--- config.mk ---
export PLATFORM = sky130hd
export DESIGN_NAME = mips_multicycle_ctrl_flat
export DESIGN_NICKNAME = d
export VERILOG_FILES = /design/src/rtl/mips_multicycle_ctrl_pkg.sv /design/src/rtl/mips_multicycle_ctrl_if.sv /design/src/rtl/mips_multicycle_ctrl_alu_decoder.sv /design/src/rtl/mips_multicycle_ctrl.sv /design/src/flat_wrapper.sv
export SDC_FILE = /design/constraint.sdc
export NUM_CORES = 1
export LEC_CHECK = 0
export CORE_ASPECT_RATIO = 1.75
export CORE_MARGIN = 3
export CORE_UTILIZATION = 46
export DETAILED_ROUTE_END_ITERATION = 8
export GPL_ROUTABILITY_DRIVEN = 0
export PLACE_DENSITY = 0.78
export SETUP_SLACK_MARGIN = 0.2
export SYNTH_ARGS = -nofsm -noshare
export SYNTH_HDL_FRONTEND = slang
export SYNTH_HIERARCHICAL = 1
export SYNTH_SLANG_ARGS = --single-unit
--- constraint.sdc ---
create_clock -name clk -period 2.07 [get_ports clk]
set_clock_uncertainty 0.1 [all_clocks]
set_input_delay 0.207 -clock clk [delete_from_list [all_inputs] [get_ports clk]]
set_output_delay 0.207 -clock clk [all_outputs]
set_load 0.01 [all_outputs]
--- src/rtl/mips_multicycle_ctrl_pkg.sv ---
// Shared types and constants for the multicycle MIPS control FSM.
package mips_ctrl_pkg;

  typedef enum logic [3:0] {
    S_FETCH, S_DECODE, S_MEMADR, S_MEMRD, S_MEMWB, S_MEMWR, S_EXECUTE,
    S_ALUWB, S_BRANCH, S_ADDIEX, S_ADDIWB, S_JUMP, S_BNE
  } state_t;

  localparam logic [5:0] OP_LW    = 6'b100011;
  localparam logic [5:0] OP_SW    = 6'b101011;
  localparam logic [5:0] OP_RTYPE = 6'b000000;
  localparam logic [5:0] OP_BEQ   = 6'b000100;
  localparam logic [5:0] OP_ADDI  = 6'b001000;
  localparam logic [5:0] OP_J     = 6'b000010;
  localparam logic [5:0] OP_BNE   = 6'b000101;

  localparam logic [5:0] FUNCT_ADD = 6'b100000;
  localparam logic [5:0] FUNCT_SUB = 6'b100010;
  localparam logic [5:0] FUNCT_AND = 6'b100100;
  localparam logic [5:0] FUNCT_OR  = 6'b100101;
  localparam logic [5:0] FUNCT_SLT = 6'b101010;

  localparam logic [2:0] ALU_ADD = 3'b010;
  localparam logic [2:0] ALU_SUB = 3'b110;
  localparam logic [2:0] ALU_AND = 3'b000;
  localparam logic [2:0] ALU_OR  = 3'b001;
  localparam logic [2:0] ALU_SLT = 3'b111;

  localparam logic [1:0] ALUOP_ADD   = 2'b00;
  localparam logic [1:0] ALUOP_SUB   = 2'b01;
  localparam logic [1:0] ALUOP_FUNCT = 2'b10;

  typedef struct packed {
    logic       pcwrite;
    logic       branch;
    logic       bne;
    logic       iord;
    logic       memwrite;
    logic       irwrite;
    logic       regdst;
    logic       memtoreg;
    logic       regwrite;
    logic       alusrca;
    logic [1:0] alusrcb;
    logic [1:0] pcsrc;
    logic [1:0] aluop;
  } ctrl_t;

  // Moore output decode: everything not listed for a state stays 0 / add.
  function automatic ctrl_t state_ctrl(state_t s);
    ctrl_t c;
    c       = '0;
    c.aluop = ALUOP_ADD;
    case (s)
      S_FETCH:   begin c.alusrcb = 2'b01; c.irwrite = 1'b1; c.pcwrite = 1'b1; end
      S_DECODE:  c.alusrcb = 2'b11;
      S_MEMADR:  begin c.alusrca = 1'b1; c.alusrcb = 2'b10; end
      S_MEMRD:   c.iord = 1'b1;
      S_MEMWB:   begin c.memtoreg = 1'b1; c.regwrite = 1'b1; end
      S_MEMWR:   begin c.iord = 1'b1; c.memwrite = 1'b1; end
      S_EXECUTE: begin c.alusrca = 1'b1; c.aluop = ALUOP_FUNCT; end
      S_ALUWB:   begin c.regdst = 1'b1; c.regwrite = 1'b1; end
      S_BRANCH:  begin c.alusrca = 1'b1; c.aluop = ALUOP_SUB; c.pcsrc = 2'b01; c.branch = 1'b1; end
      S_BNE:     begin c.alusrca = 1'b1; c.aluop = ALUOP_SUB; c.pcsrc = 2'b01; c.bne = 1'b1; end
      S_ADDIEX:  begin c.alusrca = 1'b1; c.alusrcb = 2'b10; end
      S_ADDIWB:  c.regwrite = 1'b1;
      S_JUMP:    begin c.pcsrc = 2'b10; c.pcwrite = 1'b1; end
      default:   ;
    endcase
    return c;
  endfunction

endpackage

--- src/rtl/mips_multicycle_ctrl_if.sv ---
// Controller <-> datapath bundle. master = controller, slave = datapath.
interface mips_multicycle_ctrl_if;
  logic [5:0] op;
  logic [5:0] funct;
  logic       zero;
  logic       pcen;
  logic       iord;
  logic       memwrite;
  logic       irwrite;
  logic       regdst;
  logic       memtoreg;
  logic       regwrite;
  logic       alusrca;
  logic [1:0] alusrcb;
  logic [1:0] pcsrc;
  logic [2:0] alucontrol;

  modport master (
    input  op, funct, zero,
    output pcen, iord, memwrite, irwrite, regdst, memtoreg, regwrite,
           alusrca, alusrcb, pcsrc, alucontrol
  );

  modport slave (
    output op, funct, zero,
    input  pcen, iord, memwrite, irwrite, regdst, memtoreg, regwrite,
           alusrca, alusrcb, pcsrc, alucontrol
  );
endinterface

--- src/rtl/mips_multicycle_ctrl_alu_decoder.sv ---
// ALU decoder: aluop + funct -> 3-bit alucontrol (purely combinational).
module alu_decoder
  import mips_ctrl_pkg::*;
(
  input  logic [1:0] aluop,
  input  logic [5:0] funct,
  output logic [2:0] alucontrol
);

  // Unknown funct codes fall back to add; the writeback still happens.
  always_comb begin
    alucontrol = ALU_ADD;
    case (aluop)
      ALUOP_SUB: alucontrol = ALU_SUB;
      ALUOP_FUNCT: begin
        case (funct)
          FUNCT_ADD: alucontrol = ALU_ADD;
          FUNCT_SUB: alucontrol = ALU_SUB;
          FUNCT_AND: alucontrol = ALU_AND;
          FUNCT_OR:  alucontrol = ALU_OR;
          FUNCT_SLT: alucontrol = ALU_SLT;
          default:   alucontrol = ALU_ADD;
        endcase
      end
      default: alucontrol = ALU_ADD;
    endcase
  end

endmodule

--- src/rtl/mips_multicycle_ctrl.sv ---
// Multicycle MIPS control FSM. Outputs are registered alongside the state
// (decoded from the next state), so they are glitch-free Moore signals.
// Optional bne support: define MIPS_CTRL_BNE_EN.
module mips_multicycle_ctrl
  import mips_ctrl_pkg::*;
(
  input  logic                  clk,
  input  logic                  reset,
  mips_multicycle_ctrl_if.master bus
);

  state_t     state, state_n;
  ctrl_t      ctl;
  logic [2:0] alucontrol;

  // Next-state decode; op is only looked at in DECODE and MEMADR.
  always_comb begin
    state_n = S_FETCH;
    case (state)
      S_FETCH:  state_n = S_DECODE;
      S_DECODE: begin
        case (bus.op)
          OP_LW, OP_SW: state_n = S_MEMADR;
          OP_RTYPE:     state_n = S_EXECUTE;
          OP_BEQ:       state_n = S_BRANCH;
          OP_ADDI:      state_n = S_ADDIEX;
          OP_J:         state_n = S_JUMP;
`ifdef MIPS_CTRL_BNE_EN
          OP_BNE:       state_n = S_BNE;
`endif
          default:      state_n = S_FETCH;
        endcase
      end
      S_MEMADR:  state_n = (bus.op == OP_SW) ? S_MEMWR : S_MEMRD;
      S_MEMRD:   state_n = S_MEMWB;
      S_EXECUTE: state_n = S_ALUWB;
      S_ADDIEX:  state_n = S_ADDIWB;
      default:   state_n = S_FETCH;
    endcase
  end

  // State and registered control word; reset parks everything in FETCH.
  always_ff @(posedge clk or posedge reset) begin
    if (reset) begin
      state <= S_FETCH;
      ctl   <= state_ctrl(S_FETCH);
    end else begin
      state <= state_n;
      ctl   <= state_ctrl(state_n);
    end
  end

  alu_decoder u_alu_decoder (
    .aluop      (ctl.aluop),
    .funct      (bus.funct),
    .alucontrol (alucontrol)
  );

  // Write strobes are masked by reset so an abandoned instruction has no effect.
  assign bus.pcen       = ~reset & (ctl.pcwrite | (ctl.branch & bus.zero) | (ctl.bne & ~bus.zero));
  assign bus.irwrite    = ~reset & ctl.irwrite;
  assign bus.memwrite   = ~reset & ctl.memwrite;
  assign bus.regwrite   = ~reset & ctl.regwrite;
  assign bus.iord       = ctl.iord;
  assign bus.regdst     = ctl.regdst;
  assign bus.memtoreg   = ctl.memtoreg;
  assign bus.alusrca    = ctl.alusrca;
  assign bus.alusrcb    = ctl.alusrcb;
  assign bus.pcsrc      = ctl.pcsrc;
  assign bus.alucontrol = alucontrol;

endmodule

--- src/flat_wrapper.sv ---
// flat-port wrapper written by rule: the top's interface ports become plain ports
module mips_multicycle_ctrl_flat import mips_ctrl_pkg::*;
  (clk, reset, bus_op, bus_funct, bus_zero, bus_pcen, bus_iord, bus_memwrite, bus_irwrite, bus_regdst, bus_memtoreg, bus_regwrite, bus_alusrca, bus_alusrcb, bus_pcsrc, bus_alucontrol);
  mips_multicycle_ctrl_if bus_i ();
  input  logic clk;
  input  logic reset;
  input wire logic [$bits(bus_i.op)-1:0] bus_op;
  input wire logic [$bits(bus_i.funct)-1:0] bus_funct;
  input wire logic [$bits(bus_i.zero)-1:0] bus_zero;
  output wire logic [$bits(bus_i.pcen)-1:0] bus_pcen;
  output wire logic [$bits(bus_i.iord)-1:0] bus_iord;
  output wire logic [$bits(bus_i.memwrite)-1:0] bus_memwrite;
  output wire logic [$bits(bus_i.irwrite)-1:0] bus_irwrite;
  output wire logic [$bits(bus_i.regdst)-1:0] bus_regdst;
  output wire logic [$bits(bus_i.memtoreg)-1:0] bus_memtoreg;
  output wire logic [$bits(bus_i.regwrite)-1:0] bus_regwrite;
  output wire logic [$bits(bus_i.alusrca)-1:0] bus_alusrca;
  output wire logic [$bits(bus_i.alusrcb)-1:0] bus_alusrcb;
  output wire logic [$bits(bus_i.pcsrc)-1:0] bus_pcsrc;
  output wire logic [$bits(bus_i.alucontrol)-1:0] bus_alucontrol;
  assign bus_i.op = bus_op;
  assign bus_i.funct = bus_funct;
  assign bus_i.zero = bus_zero;
  assign bus_pcen = bus_i.pcen;
  assign bus_iord = bus_i.iord;
  assign bus_memwrite = bus_i.memwrite;
  assign bus_irwrite = bus_i.irwrite;
  assign bus_regdst = bus_i.regdst;
  assign bus_memtoreg = bus_i.memtoreg;
  assign bus_regwrite = bus_i.regwrite;
  assign bus_alusrca = bus_i.alusrca;
  assign bus_alusrcb = bus_i.alusrcb;
  assign bus_pcsrc = bus_i.pcsrc;
  assign bus_alucontrol = bus_i.alucontrol;
  mips_multicycle_ctrl u_core (.clk(clk), .reset(reset), .bus(bus_i));
endmodule
Word level (Yosys, flattened, before mapping)
Cells that the tools add are included.
- input bits: 15
- logic and storage cells: 80
- bits in registers: 20
- output and inout bits: 15
- reduce and logical (&&, ||, !) cells: 10
- bitwise gates (word level): 10
- eq/ne operators: 28
- muxes and demuxes: 18
- operator list (operator ; count):
    6-bit == test (second input constant) ; 6
    4-bit == test (second input constant) ; 6
    4-bit case mux with 6 select lines ; 1
    4-bit by 3-bit == test with 1-bit output (second input constant) ; 5
    4-bit case mux with 5 select lines ; 1
    4-bit by 2-bit == test with 1-bit output (second input constant) ; 4
    3-bit case mux with 4 select lines ; 1
    1-bit two-way mux ; 10
    2-bit OR reduction ; 5
    4-bit by 1-bit == test with 1-bit output (second input constant) ; 2
    4-bit zero test ; 2
    2-bit case mux with 2 select lines ; 2
    1-bit bitwise AND ; 6
    6-bit by 2-bit == test with 1-bit output (second input constant) ; 1
    6-bit by 3-bit == test with 1-bit output (second input constant) ; 1
    6-bit by 4-bit == test with 1-bit output (second input constant) ; 1
    6-bit zero test ; 1
    2-bit case mux with 3 select lines ; 1
    3-bit case mux with 2 select lines ; 1
    5-bit OR reduction ; 1
    3-bit two-way mux ; 1
    3-bit OR reduction ; 1
    2-bit by 1-bit == test with 1-bit output (second input constant) ; 1
    2-bit == test (second input constant) ; 1
    other kinds (2) ; 4

Longest topological paths before layout
Gate-level depths: netlist of the first run.
- depth in word-level cells: 7
- depth in mapped cells: 6
- gate-level depth less buffers: 5

Modules after synthesis
The synthesis of the first run kept the hierarchy.
- modules (own cells, without submodules) (module ; sequential area each (um^2) ; area an instance (um^2) ; cells an instance ; times used):
    mips_multicycle_ctrl ; 504.2 ; 934.6 ; 86 ; 1
    alu_decoder ; 0.0 ; 118.9 ; 15 ; 1

Worst setup path after synthesis of the first run
No wires, ideal clock.
- kind: register to register
- start point: register u_core.state[3]
- end point: register u_core.ctl, in the netlist u_core/bus.pcsrc[0]
- arrival: 1.431 ns
- path slack: 0.398 ns
- stages on the path, launching flop included: 7
- setup time: 0.141 ns
- buffers on the path: 1
- data required time: 1.829 ns
- cells stage by stage: dfrtp_1 > clkbuf_1 > or3b_4 > a31o_1 > nand3_2 > or2b_1 > nor2_1
- longest elaborated chain between the ends: 5
- RTL lines (item ; line ; RTL):
    start, declared ; mips_multicycle_ctrl.sv:12 ; state_t state, state_n;
    start signal, assigned ; mips_multicycle_ctrl.sv:48 ; state <= state_n;
    4-bit == test, or another cell as far along ; mips_multicycle_ctrl.sv:19 ; case (state)
    4-bit case mux with 6 select lines (*) ; mips_multicycle_ctrl.sv:19 ;
    named net u_core.state_n[1] ; mips_multicycle_ctrl.sv:12 ;
    4-bit == test ; mips_multicycle_ctrl_pkg.sv:54 ; case (s)
    2-bit OR reduction (no source line) ; - ;
    2-bit case mux with 2 select lines (*) ; mips_multicycle_ctrl_pkg.sv:54 ;
    end signal, assigned ; mips_multicycle_ctrl.sv:46 ; ctl <= state_ctrl(S_FETCH);
    end signal, assigned ; mips_multicycle_ctrl.sv:49 ; ctl <= state_ctrl(state_n);
    end, declared ; mips_multicycle_ctrl.sv:13 ; ctrl_t ctl;
Mark *: on every way through the listed nets, which the timed path passes. The rest lies on a longest branch.

Worst setup path in the final report of the first run
- start point: input bus_op[0]
- end point: register u_core/ctl[10] (netlist bit)
- longest elaborated chain between the ends: 6
- RTL lines (item ; line ; RTL):
    start, declared ; flat_wrapper.sv:7 ; input wire logic [$bits(bus_i.op)-1:0] bus_op;
    6-bit == test (on tied branches) ; mips_multicycle_ctrl.sv:22, mips_multicycle_ctrl.sv:34 ;
    2-bit OR reduction ; mips_multicycle_ctrl.sv:22 ; case (bus.op)
    4-bit case mux with 5 select lines ; mips_multicycle_ctrl.sv:22 ;
    4-bit case mux with 6 select lines (*) ; mips_multicycle_ctrl.sv:19 ;
    4-bit zero test (*) ; mips_multicycle_ctrl_pkg.sv:54 ;
    1-bit two-way mux (*) ; mips_multicycle_ctrl_pkg.sv:54 ;
Every way passes the cells marked *; elsewhere a longest branch is shown, timed or not.

==> results of run 1 <==
## cell type report
| type | instances | area [um^2] | share of cell area, % |
|---|---|---|---|
| Timing Repair Buffer | 39 | 353 | 23.8 |
| Sequential cell | 20 | 507 | 34.2 |
| Clock buffer | 4 | 36.3 | 2.45 |
| Tap cell | 24 | 30.0 | 2.03 |
| Inverter | 9 | 33.8 | 2.28 |
| Multi-Input combinational cell | 66 | 520 | 35.2 |
## worst register-to-register path: stages (launching register included)
cell	delay [ns]
dfrtp_2	0.48
or3b_4	0.43
a31o_1	0.20
nand3_2	0.14
nor3b_2	0.23
o21bai_2	0.15
## per-layer routing
layer,up-vias,wire length (um),share of wire (%),GRT usage (%)
met3,11,140,6.3,2.86
met4,0,77,3.5,10.4
li1,421,-,-,-
met2,34,1310,59,32.3
met5,-,0,0,0
met1,406,701,32,14.8
## worst max path at each step
stage | cells after the start | endpoint | from
after floorplan | 6 | u_core/bus.pcsrc[0] | u_core/state[3]
after global placement | 6 | u_core/ctl[15] | bus_op[0]
after detailed placement | 6 | u_core/ctl[10] | bus_op[0]
after CTS | 5 | bus_alucontrol[2] | u_core/ctl[0]
after global routing | 5 | bus_alucontrol[2] | u_core/ctl[0]
final | 6 | u_core/ctl[10] | bus_op[0]
## logic make-up after synthesis
| group | synth area share [%] |
|---|---|
| buffers and inverters | 6.77 |
| AND/OR/NAND/NOR | 26.0 |
| AO/OA/AOI/OAI | 14.1 |
| other | 0.356 |
| flip-flops | 47.9 |
| adder cells (fa/ha/maj) | 2.37 |
| XOR/XNOR | 2.49 |
## per-stage QoR
stage               utilization (%)  area [um^2]  hold slack [ns]  setup slack (ns)
finish                         68.9         1480            0.232             0.252
detailed placement             65.7         1410            0.484           -0.0467
global placement               65.7         1410            0.483           -0.0378
global route                   68.9         1480            0.298             0.204
CTS                            68.7         1480            0.249             0.141
floorplan                         -         1050           0.0686             0.398
## cell usage after synthesis, types with 2 or more instances
| master | n |
|---|---|
| a21oi_1 | 3 |
| buf_4 | 4 |
| clkbuf_1 | 2 |
| dfrtp_1 | 17 |
| dfstp_2 | 3 |
| ha_1 | 2 |
| inv_1 | 9 |
| nand2_1 | 3 |
| nand4bb_1 | 2 |
| nor2_1 | 13 |
| nor2b_1 | 4 |
| nor3_1 | 4 |
| nor3b_1 | 2 |
| o21ai_0 | 2 |
| xnor2_1 | 2 |
## power by group through the flow
stage               Sequential (mW)  Combinational (mW)  Clock (mW)
CTS                           0.533               0.432       0.221
global route                  0.546               0.476       0.236
detailed placement            0.542               0.426           0
floorplan                     0.532               0.273           0
finish                        0.538               0.433       0.221
global placement              0.538               0.417           0
## sequential cells by signal, summed over array words and instances (netlist names)
name,count
u_core/ctl,8
u_core/state,4
u_core/bus.alusrcb,2
u_core/bus.pcsrc,2
u_core/bus.alusrca,1
u_core/bus.iord,1
u_core/bus.memtoreg,1
u_core/bus.regdst,1
## cells in the final DEF, fill, tap and decap left out, types with 2 or more instances in the layout
cell type,netlist,layout
a21oi_1,3,2
a21oi_2,1,2
buf_4,4,10
clkbuf_2,0,2
clkbuf_4,0,3
clkdlybuf4s50_1,0,25
dfrtp_1,17,15
dfrtp_2,0,2
dfstp_2,3,3
inv_1,9,8
nand2_1,3,3
nor2_1,13,13
nor2b_1,4,4
nor3_1,4,3
nor3b_2,1,2
o21ai_0,2,2
xnor2_1,2,2
## timing repair
| item | CTS | global route |
|---|---|---|
| endpoints found under the setup margin | 3 | 10 |
| resized for setup | 7 | 12 |
| pin swaps | 1 | 1 |
==> metrics.cfg, run 1 <==
[status]
status = completed

[global_route]
track_usage_pct = 16.7
grt_max_degree = 21
grt_pass1_vias = 933
antenna_found_initial = 0
grt_overflow_total = 0
grt_pass1_wl_mm = 3.82

[logic_synthesis]
synth_cell_types = 44
synth_edf_count = 0
yosysWarningCount = 6
synth-seq-cells = 20
synth_top_area_cell = dfrtp_1
ys_seq_area_share_pct = 47.9
yosysTopAreaCellShare_pct = 40.4
netlist_area_um2 = 1050
synth_ff_type = dfrtp_1
async_reset_ff_share_pct = 100
synth_area_per_cell_um2 = 10.4
synthCells = 101
synth_fp_nets = 118
netlist_top_cells_area = dfrtp_1 40%, dfstp_2 7.5%, nor2_1 4.6%, inv_1 3.2%, buf_4 2.9%

[clock_network]
htree_num_levels = 1
cts_setup_buffers = 0
clockBufferDepth = 2
cts_buffers = 3
cts_tree = yes
ctsHoldBuffers = 0
clock_sinks = 20
path_clk_slew_ns = 0.11
clock-root-buffer = clkbuf_4
clkLatencyLatePin_ns = 0.30

[routing]
routed_wl_mm = 2.22
drt-initial-drc-count = 18
ant_nets = 0
first_pass_iters = 4
vias_per_cell = 5.38
num_vias = 872
routedWlPerCell_um = 13.7
drt_drc_violations_left = 0

[cells_and_area]
layout-area-overhead-vs-synth_pct = 40.5
diodes = 0
nets = 156
n_fill_cell = 167
final_cells = 162
drive_above_1_share_pct = 29.7

[power]
p_clk_share_pct = 18.5
total_power_mw = 1.19
pwr-share-comb_pct = 36.3
p_switching_uw = 369
p_int_uw = 823
power.leakage_nw = 0.661
switching_share_pct = 30.9
power_density_nw_per_um2 = 805
ir_drop_uv = 535
seq_power_share_pct = 45.2

[worst_setup_path]
crit_arrival_ns = 1.95
critPathLaunchType = primary input
reg2reg_from = u_core/state[0]
rrSetupSlack_ns = 0.28
crit_type = primary input to flop
path_max_fanout = 3
slowest_delay_ns = 0.56
path_cells = clkdlybuf4s50_1 -> or4_4 -> o31a_1 -> a211o_1 -> nand2_1 -> nor2_1
cp_slowest_cell = or4_4
worst_setup_path_end_kind = flop
crit_buf_inv = 1
critical_path.top_delay_family = simple AND/OR/NAND/NOR gates
r2r_cells = 5
worstPathRequired_ns = 2.20
timing.rr.end = u_core/ctl[15]

[die]
coreArea_um2 = 2150
rows = 22
io_pins = 30
initial_utilization_pct = 49.1
die_h_um = 69.3
die_area_um2 = 2920
die_w_um = 42.2

[sta]
setup_viol = 0
hold_violations = 0
finalSetupTns_ns = 0
max_clock_freq_mhz = 550
rsz0062_at_grt = true
timing.final.crit_share_pct = 87.8
finalMaxSlewViolations = 0
timing.final.crit_period_ns = 1.82

[placed_design]
io_buffers = 29
dpl.hpwl_mm = 1.77
placed_cells = 158

[min_path]
hp-class = primary input to async pin

[run]
cap_violations = 0

Note: power is estimated with default switching activity, not from simulation.
==> run 2, diff against run 1 <==
HOLD_SLACK_MARGIN = 0.05   (was not set)
==> results of run 2 <==
No change in the layout: final DEF, timing and power equal those of run 1.
